$ cat src/rtl/sii_dmu_inbound_rx.sv
// sii_dmu_inbound_rx
//   SII-side receive stage for the DMU->SII inbound interface. Decodes header
//   and payload cycles, checks per-16-bit parity, and emits a registered,
//   framed packet stream (one cycle latency) to the ordered/bypass queue logic.
//   Returns write-ack credits to the DMU and keeps saturating error counters.
//
// Ports
//   iol2clk, rst_l                 clock, asynchronous active-low reset
//   dmu_sii_hdr_vld                header cycle valid
//   dmu_sii_reqbypass              1 = bypass queue, 0 = ordered queue
//   dmu_sii_datareq/_datareq16     packet class (payload / 16B mondo-PIO)
//   dmu_sii_data/_parity/_be       beat data, per-16-bit parity, byte enables
//   pkt_*                          framed output beat (vld/sop/eop/type/...)
//   sii_dmu_wrack_vld/_tag         write-ack pulse and tag
//   proto_err                      one-cycle protocol violation pulse
//   perr_cnt, proto_err_cnt        saturating error counters

module sii_dmu_inbound_rx #(
  parameter int unsigned WR_BEATS = 4,
  parameter int unsigned MP_BEATS = 1,
  parameter int unsigned TAG_LSB  = 64,
  parameter int unsigned ERRCNT_W = 16
) (
  input  logic                iol2clk,
  input  logic                rst_l,
  input  logic                dmu_sii_hdr_vld,
  input  logic                dmu_sii_reqbypass,
  input  logic                dmu_sii_datareq,
  input  logic                dmu_sii_datareq16,
  input  logic [127:0]        dmu_sii_data,
  input  logic [7:0]          dmu_sii_parity,
  input  logic [15:0]         dmu_sii_be,
  output logic                pkt_vld,
  output logic                pkt_sop,
  output logic                pkt_eop,
  output logic [1:0]          pkt_type,
  output logic                pkt_bypass,
  output logic [127:0]        pkt_data,
  output logic [15:0]         pkt_be,
  output logic                pkt_perr,
  output logic                sii_dmu_wrack_vld,
  output logic [3:0]          sii_dmu_wrack_tag,
  output logic                proto_err,
  output logic [ERRCNT_W-1:0] perr_cnt,
  output logic [ERRCNT_W-1:0] proto_err_cnt
);

  localparam logic [1:0] TypeRead  = 2'b00;
  localparam logic [1:0] TypeWrite = 2'b01;

  typedef enum logic [1:0] {StIdle, StWpay, StMpay} state_e;

  state_e              state_q, state_d;
  logic [3:0]          cnt_q, cnt_d;
  logic [3:0]          tag_q, tag_d;
  logic [1:0]          type_q, type_d;
  logic                bypass_q, bypass_d;

  logic                vld_q, vld_d;
  logic                sop_q, sop_d;
  logic                eop_q, eop_d;
  logic [1:0]          ptype_q, ptype_d;
  logic                pbyp_q, pbyp_d;
  logic [127:0]        data_q, data_d;
  logic [15:0]         be_q, be_d;
  logic                perr_q, perr_d;
  logic                ack_q, ack_d;
  logic [3:0]          ack_tag_q, ack_tag_d;
  logic                proto_q, proto_d;
  logic [ERRCNT_W-1:0] perr_cnt_q, perr_cnt_d;
  logic [ERRCNT_W-1:0] proto_cnt_q, proto_cnt_d;

  logic                perr_c;

  always_comb begin
    perr_c = 1'b0;
    for (int i = 0; i < 8; i++) begin
      perr_c = perr_c | (dmu_sii_parity[i] != ^dmu_sii_data[16*i +: 16]);
    end
  end

  always_comb begin
    state_d  = state_q;
    cnt_d    = cnt_q;
    tag_d    = tag_q;
    type_d   = type_q;
    bypass_d = bypass_q;
    vld_d    = 1'b0;
    sop_d    = 1'b0;
    eop_d    = 1'b0;
    ptype_d  = 2'b00;
    pbyp_d   = 1'b0;
    data_d   = '0;
    be_d     = '0;
    perr_d   = 1'b0;
    proto_d  = 1'b0;

    unique case (state_q)
      StIdle: begin
        if (dmu_sii_hdr_vld) begin
          unique case ({dmu_sii_datareq, dmu_sii_datareq16})
            2'b00: begin
              ptype_d = TypeRead;
              eop_d   = 1'b1;
            end
            2'b10: begin
              ptype_d = TypeWrite;
              tag_d   = dmu_sii_data[TAG_LSB +: 4];
              cnt_d   = 4'(WR_BEATS);
              state_d = StWpay;
            end
            2'b11: begin
              ptype_d = {1'b1, dmu_sii_reqbypass};
              cnt_d   = 4'(MP_BEATS);
              state_d = StMpay;
            end
            default: proto_d = 1'b1;
          endcase
          // Illegal class produces no beat; everything else emits the header.
          if (!proto_d) begin
            vld_d    = 1'b1;
            sop_d    = 1'b1;
            pbyp_d   = dmu_sii_reqbypass;
            data_d   = dmu_sii_data;
            be_d     = '1;
            perr_d   = perr_c;
            type_d   = ptype_d;
            bypass_d = dmu_sii_reqbypass;
          end
        end
      end
      StWpay, StMpay: begin
        // Payload is back-to-back: every cycle here is a beat, even if the
        // DMU wrongly raises hdr_vld (flagged, not decoded).
        proto_d = dmu_sii_hdr_vld;
        vld_d   = 1'b1;
        ptype_d = type_q;
        pbyp_d  = bypass_q;
        data_d  = dmu_sii_data;
        be_d    = (state_q == StMpay) ? '1 : dmu_sii_be;
        perr_d  = perr_c;
        cnt_d   = cnt_q - 4'd1;
        if (cnt_q == 4'd1) begin
          eop_d   = 1'b1;
          state_d = StIdle;
        end
      end
      default: state_d = StIdle;
    endcase
  end

  // Ack follows the registered eop of a write. tag_q still holds the finished
  // packet's tag here even if a new write header is being accepted this cycle.
  always_comb begin
    ack_d     = vld_q & eop_q & (ptype_q == TypeWrite);
    ack_tag_d = ack_d ? tag_q : 4'd0;
  end

  always_comb begin
    perr_cnt_d  = perr_cnt_q;
    proto_cnt_d = proto_cnt_q;
    if (vld_d && perr_d && (perr_cnt_q != '1)) begin
      perr_cnt_d = perr_cnt_q + ERRCNT_W'(1);
    end
    if (proto_d && (proto_cnt_q != '1)) begin
      proto_cnt_d = proto_cnt_q + ERRCNT_W'(1);
    end
  end

  always_ff @(posedge iol2clk or negedge rst_l) begin
    if (!rst_l) begin
      state_q     <= StIdle;
      cnt_q       <= 4'd0;
      tag_q       <= 4'd0;
      type_q      <= 2'b00;
      bypass_q    <= 1'b0;
      vld_q       <= 1'b0;
      sop_q       <= 1'b0;
      eop_q       <= 1'b0;
      ptype_q     <= 2'b00;
      pbyp_q      <= 1'b0;
      data_q      <= '0;
      be_q        <= '0;
      perr_q      <= 1'b0;
      ack_q       <= 1'b0;
      ack_tag_q   <= 4'd0;
      proto_q     <= 1'b0;
      perr_cnt_q  <= '0;
      proto_cnt_q <= '0;
    end else begin
      state_q     <= state_d;
      cnt_q       <= cnt_d;
      tag_q       <= tag_d;
      type_q      <= type_d;
      bypass_q    <= bypass_d;
      vld_q       <= vld_d;
      sop_q       <= sop_d;
      eop_q       <= eop_d;
      ptype_q     <= ptype_d;
      pbyp_q      <= pbyp_d;
      data_q      <= data_d;
      be_q        <= be_d;
      perr_q      <= perr_d;
      ack_q       <= ack_d;
      ack_tag_q   <= ack_tag_d;
      proto_q     <= proto_d;
      perr_cnt_q  <= perr_cnt_d;
      proto_cnt_q <= proto_cnt_d;
    end
  end

  assign pkt_vld           = vld_q;
  assign pkt_sop           = sop_q;
  assign pkt_eop           = eop_q;
  assign pkt_type          = ptype_q;
  assign pkt_bypass        = pbyp_q;
  assign pkt_data          = data_q;
  assign pkt_be            = be_q;
  assign pkt_perr          = perr_q;
  assign sii_dmu_wrack_vld = ack_q;
  assign sii_dmu_wrack_tag = ack_tag_q;
  assign proto_err         = proto_q;
  assign perr_cnt          = perr_cnt_q;
  assign proto_err_cnt     = proto_cnt_q;

endmodule

$ cat config.mk
export PLATFORM = sky130hd
export DESIGN_NAME = sii_dmu_inbound_rx
export DESIGN_NICKNAME = d
export VERILOG_FILES = /design/src/rtl/sii_dmu_inbound_rx.sv
export SDC_FILE = /design/constraint.sdc
export NUM_CORES = 1
export LEC_CHECK = 0
export BUFFER_PORTS_ARGS = -buffer_cell sky130_fd_sc_hd__buf_2
export CORE_MARGIN = 1
export CORE_UTILIZATION = 46
export DETAILED_ROUTE_END_ITERATION = 7
export PLACE_DENSITY_LB_ADDON = 0.2
export SETUP_SLACK_MARGIN = 0.02
export SYNTH_ARGS = -nofsm -noshare
export SYNTH_HDL_FRONTEND = slang
export SYNTH_SLANG_ARGS = --single-unit
$ cat constraint.sdc
create_clock -name iol2clk -period 6.58 [get_ports iol2clk]
set_input_delay 0.658 -clock iol2clk [delete_from_list [all_inputs] [get_ports iol2clk]]
set_output_delay 0.658 -clock iol2clk [all_outputs]
set_load 0.03 [all_outputs]
=== Word-level counts from Yosys, hierarchy flattened ===
Index checks and enable logic that the tools add are counted.

* Bits in registers: 202
* Input port bits: 158
* Output and inout port bits: 189

* Add/sub/neg operators: 3
* Equal/unequal tests: 19
* Muxes and demuxes: 37
* Bitwise operators: 10
* Reduce and logical (&&, ||, !) cells: 20

{| class="wikitable"
|+ Operator list
! cell !! number
|-
| 2-to-1 mux 128 bit || 2
|-
| case mux 128 bit (2 select lines) || 1
|-
| parity 16 bit || 8
|-
| 2-to-1 mux 16 bit || 3
|-
| adder 16 x 1 -> 16 bit, second input constant || 2
|-
| != test 16 bit, second input constant || 2
|-
| case mux 16 bit (2 select lines) || 1
|-
| case mux 2 bit (2 select lines) || 4
|-
| case mux 4 bit (2 select lines) || 2
|-
| 2-to-1 mux 1 bit || 14
|-
| AND reduction 3 bit || 4
|-
| case mux 1 bit (2 select lines) || 5
|-
| 2-to-1 mux 4 bit || 2
|-
| != test 1 bit || 8
|-
| bitwise OR 1 bit || 7
|-
| == test 2 bit, second input constant || 3
|-
| 2-to-1 mux 2 bit || 3
|-
| == test 2 x 1 -> 1 bit, second input constant || 2
|-
| == test 4 x 1 -> 1 bit, second input constant || 1
|-
| logical NOT 2 bit || 2
|-
| != test 2 bit, second input constant || 2
|-
| subtractor 4 x 1 -> 4 bit, second input constant || 1
|-
| logical AND 1 bit || 3
|-
| != test 3 x 1 -> 1 bit, second input constant || 1
|-
| 5 further kinds || 6
|}

=== Longest topological paths before layout ===
* Depth after elaboration: 14
* Depth in mapped cells: 10
* Gate-level depth less buffers: 9

=== Worst setup path before layout ===
Ideal clock, no wire load.

* Kind: input port to flip-flop
* Start: input port dmu_sii_data[18]
* End: register perr_cnt_q[1] (netlist: perr_cnt[1])
* Setup time: 0.128 ns
* Arrival time: 2.218 ns
* Setup slack: 4.234 ns
* Stages on the path: 8
* Path buffers: 0
* Cell sequence: xnor2_1 > xnor2_1 > xnor3_1 > xnor2_1 > nand4_1 > nor2_4 > nor2_1 > mux2_1

* Word-level cells in the longest chain between the ends: 14

{| class="wikitable"
|+ RTL lines
! item !! line !! RTL
|-
| start: declaration || 30 || <nowiki>input logic [127:0] dmu_sii_data,</nowiki>
|-
| parity 16 bit (*) || 78 || <nowiki>perr_c = perr_c | (dmu_sii_parity[i] != ^dmu_sii_data[16*i +: 16]);</nowiki>
|-
| != test 1 bit (*) || 78 ||
|-
| bitwise OR 1 bit (*) (7 in series) || 78 ||
|-
| 2-to-1 mux 1 bit || 120 || <nowiki>if (!proto_d) begin</nowiki>
|-
| 2-to-1 mux 1 bit || 100 || <nowiki>if (dmu_sii_hdr_vld) begin</nowiki>
|-
| case mux 1 bit (2 select lines) (*) || 98 || <nowiki>unique case (state_q)</nowiki>
|-
| logical AND 1 bit (*) (2 in series) || 162 || <nowiki>if (vld_d && perr_d && (perr_cnt_q != '1)) begin</nowiki>
|-
| end signal: assignment || 207 || <nowiki>perr_cnt_q <= perr_cnt_d;</nowiki>
|-
| end: declaration || 70 || <nowiki>logic [ERRCNT_W-1:0] perr_cnt_q, perr_cnt_d;</nowiki>
|}

Every way passes the cells marked *; elsewhere a longest branch is shown, timed or not.
A chain may end at the register's enable or synchronous reset.

=== Worst setup path after layout ===
* Start: register state_q[1]
* End: register perr_cnt_q[7] (netlist: perr_cnt[7])

* Word-level cells in the longest chain between the ends: 5
* Elaborated cells on any way between the ends: 8

{| class="wikitable"
|+ RTL lines
! item !! line !! RTL
|-
| start: declaration || 53 || <nowiki>state_e state_q, state_d;</nowiki>
|-
| start signal: assignment || 172 || <nowiki>state_q <= StIdle;</nowiki>
|-
| start signal: assignment || 191 || <nowiki>state_q <= state_d;</nowiki>
|-
| == test 2 bit / == test 2 x 1 -> 1 bit (equally long branches) || 98 ||
|-
| OR reduction 2 bit || 98 ||
|-
| case mux 1 bit (2 select lines) || 98 ||
|-
| logical AND 1 bit (*) (2 in series) || 162 ||
|}

Marks and branches as above.

==> summary.md <==
| Metric | Value |
|---|---|
| P_int | `around 3300 uW` |
| Power density over the cells | `a little over 500 nW/um^2` |
| Synthesis-to-finish area growth | `32.2%` |
| Yosys reg bits | `202` |
| CTS Hold Bufs | `0` |
| Post-Syn Area | `8430 um^2` |
| Worst slew pin tran | `1.03 ns` |
| Slew Viols, Final | `0` |
| Clk pin slew, worst setup/hold paths | `0.06 ns` |
| Critical path type | `register to register` |
| Mean Syn Cell Area | `12.5 um^2` |
| Nets | `1192` |
| Synth area leaders | `dfrtp_1 (60%), xnor2_1 (11%), and2_1 (10%)` |
| Worst setup SP type | `register` |
| Die W | `137 um` |
| Worst skew pair latency | `0.50 ns` |
| DP Wirelength | `16300 um` |
| Crit path DAT | `3.77 ns` |
| Avg WL per Cell | `16.9 um` |
| Post-synth top cells | `dfrtp_1 (202), and2_1 (136), xnor2_1 (104)` |
| Tot Pwr | `5770 uW` |
| Top delay family on crit path | `simple AND/OR/NAND/NOR gates` |
| IO buf count | `346` |
| P_leak | `just under 0.006 uW` |
| Layout cells sized above 1 | `0.380` |
| Antenna Violating Nets Remaining | `0` |
| Critical path's largest stage delay | `0.79 ns` |
| H-tree depth | `1` |
| Distinct cells, synth | `39` |
| Slew margin rel. | `0.314` |
| Status | `finished, final reports clean` |
| Switching Fraction | `0.429` |
| Number of synthesized flops with an enable pin | `0` |
| First-pass GRT wire length | `32100 um` |
| Initial DRC count | `between 150 and 200` |
| Critical Path End Type | `register` |
| Post-Syn Nets | `about 840` |
| Buf+Inv Stages, Crit Path | `2` |
| Clk buf depth | `3` |
| Slowest stage cell on the critical path | `nor2_4` |
| Mapped Cells | `just under 700` |
| Seq/Total Area, Yosys | `0.600` |
| Die Span Y | `137 um` |
| Most frequent cell after synthesis | `dfrtp_1` |
| Core Footprint | `18000 um^2` |
| Critical path, cell by cell | `inv_1, ha_1, nand2_1, a21oi_2, nor2_1, nor2_4, buf_4, nand4_1, nor3_1, xor2_1` |
| ANT cells | `0` |
| I/O pins | `347` |
| Final cell count without fillers | `1273` |
| DR vias | `6070` |
| FF+latch area | `5050 um^2` |
| Routed wire length | `between 20000 and 25000 um` |
| Grt ovf | `0` |
| Final worst path period need | `3.34 ns` |
| WP data required | `7.00 ns` |
| Gpl congestion | `0.813` |
| Sink Count | `between 200 and 250` |
| # DRC | `0` |
| Initial Util | `0.469` |
| Crit. Startpoint | `state_q[1]` |
| RR Startpoint | `state_q[1]` |
| Total CTS buffers | `23` |
| Synth warn | `0` |
| Yosys top cell area share | `0.600` |
| Max FO, Critical Path | `55` |
| Multi-input logic area | `3240 um^2` |
| Clock share of power | `0.214` |
| Final TNS setup | `0 ns` |
| Fmax | `0.299 GHz` |
| TritonRoute pass-1 iters | `4` |
| # setup viols final | `0` |
| CTS resizes | `0` |
| Maxcap violations | `0` |
| Global Route Usage Sum | `0.225` |
| DP Cell Count | `1231` |
| CTS tree | `done` |
| Largest net degree at the start of global routing | `between 70 and 80` |
| RSZ-0062 raised after global routing | `false` |
| Fin. Hold Viols | `0` |
| Vias per cell | `4.77` |
| Post-CTS Setup Bufs | `0` |
| Min-Delay Path Class | `input pin to asynchronous set/reset pin` |
| Ys flop type | `dfrtp_1` |
| Synth area leader | `dfrtp_1` |
| CTS Root Cell | `clkbuf_16` |
| Period Utilization, post-route | `0.508` |
| Vias in the first global route | `slightly above 6000` |
| Initial antenna violation count | `0` |
| Combinational share of power | `0.454` |
| Maximum vdd ir drop | `about 380 uV` |
| Worst Skew | `0.0157 ns` |
| Die ar. | `between 15000 and 20000 um^2` |
| # rows | `49` |
| Reg power frac | `0.332` |
| Psw | `between 2000 and 2500 uW` |
| Ys async rst share | `1.00` |
| Layout fillers | `1500` |
-- cell type report --
cell class / instances / share of cell area
sequential: 202 / 0.454
inverter: 13 / 0.00438
multi-input combinational: 437 / 0.291
clock inverter: 5 / 0.00539
tap: 229 / 0.0257
clock buffer: 37 / 0.0609
timing repair buffer: 350 / 0.159
-- metrics by stage --
stage	area, um^2	util	hold WS (ns)	setup slack, ns
6_report	11100	0.620	0.163	3.24
5_1_grt	11100	0.620	0.207	2.78
4_1_cts	11100	0.620	0.182	3.21
3_5_place_dp	10400	0.579	0.467	3.25
3_3_place_gp	10400	0.579	0.455	3.33
2_1_floorplan	8430	-	0.362	4.23
-- logic make-up after synthesis --
logic type      share of synthesized area
mux                               0.00935
xor+xnor                            0.168
fa+ha+maj                          0.0104
buf+inv                            0.0166
simple gates                        0.166
flops                               0.600
compound gates                     0.0301
-- worst paths after layout --
check / slack (ns) / end / cells after the start
min: 0.16 / pkt_be[0] / 1
min in group iol2clk: 0.37 / pkt_be[10] / 2
min reg2reg: 0.47 / sii_dmu_wrack_tag[2] / 1
max in group asynchronous: 5.07 / pkt_data[125] / 2
max: 3.24 / perr_cnt[7] / 10
max reg2reg: 3.24 / perr_cnt[7] / 10
-- power by group through the flow --
stage	clock [uW]	combinational, uW	sequential (uW)
floorplan	0	795	2940
global placement	0	2630	1920
CTS	1270	2660	1920
finish	1240	2620	1920
global route	1320	2820	1980
detailed placement	0	2650	1930
-- layer usage --
| metal | GRT usage | vias up | routed length (um) |
|---|---|---|---|
| met1 | 0.275 | 2917 | 8400 |
| met5 | 0 | - | 0 |
| met4 | 0.0641 | 0 | 485 |
| met2 | 0.395 | 251 | 10800 |
| met3 | 0.0548 | 34 | 1750 |
| li1 | - | 2868 | - |
-- worst reg2reg max path, delay by kind of cell, from the launching register on --
| family | cells | cell delay, ns |
|---|---|---|
| XOR/XNOR | 1 | 0.17 |
| AO/OA/AOI/OAI | 1 | 0.27 |
| flip-flops | 1 | 0.40 |
| buffers and inverters | 2 | 0.65 |
| AND/OR/NAND/NOR | 5 | 1.47 |
| adder cells (fa/ha/maj) | 1 | 0.28 |
-- layout by cell type (no fill, tap or decap), types with 2 or more instances in the layout --
master and count:
o21ai_0 8, buf_4 4, ha_1 7, mux2_2 6
nor2_4 2, o21a_1 17, dfrtp_1 202, clkinv_2 2
nor4_1 2, xor2_1 37, nand2_1 26, nor4_4 2
nand4_1 7, o22ai_1 2, clkbuf_16 23, clkbuf_1 9
xnor3_1 8, and4_1 4, nor3_1 11, nand3_1 13
nor4b_1 3, xnor2_1 104, nor2_1 19, a21oi_1 7
buf_2 345, inv_1 13, clkbuf_8 6, and2_1 136
and3_1 3
-- state kept, by name, summed over array words and instances (netlist names), 2 cells and up --
signal / cells
pkt_type: 2
sii_dmu_wrack_tag: 4
tag_q: 4
pkt_be: 16
cnt_q: 4
perr_cnt: 16
type_q: 2
proto_err_cnt: 16
state_q: 2
pkt_data: 128
Note: power is estimated with default switching activity, not from simulation.
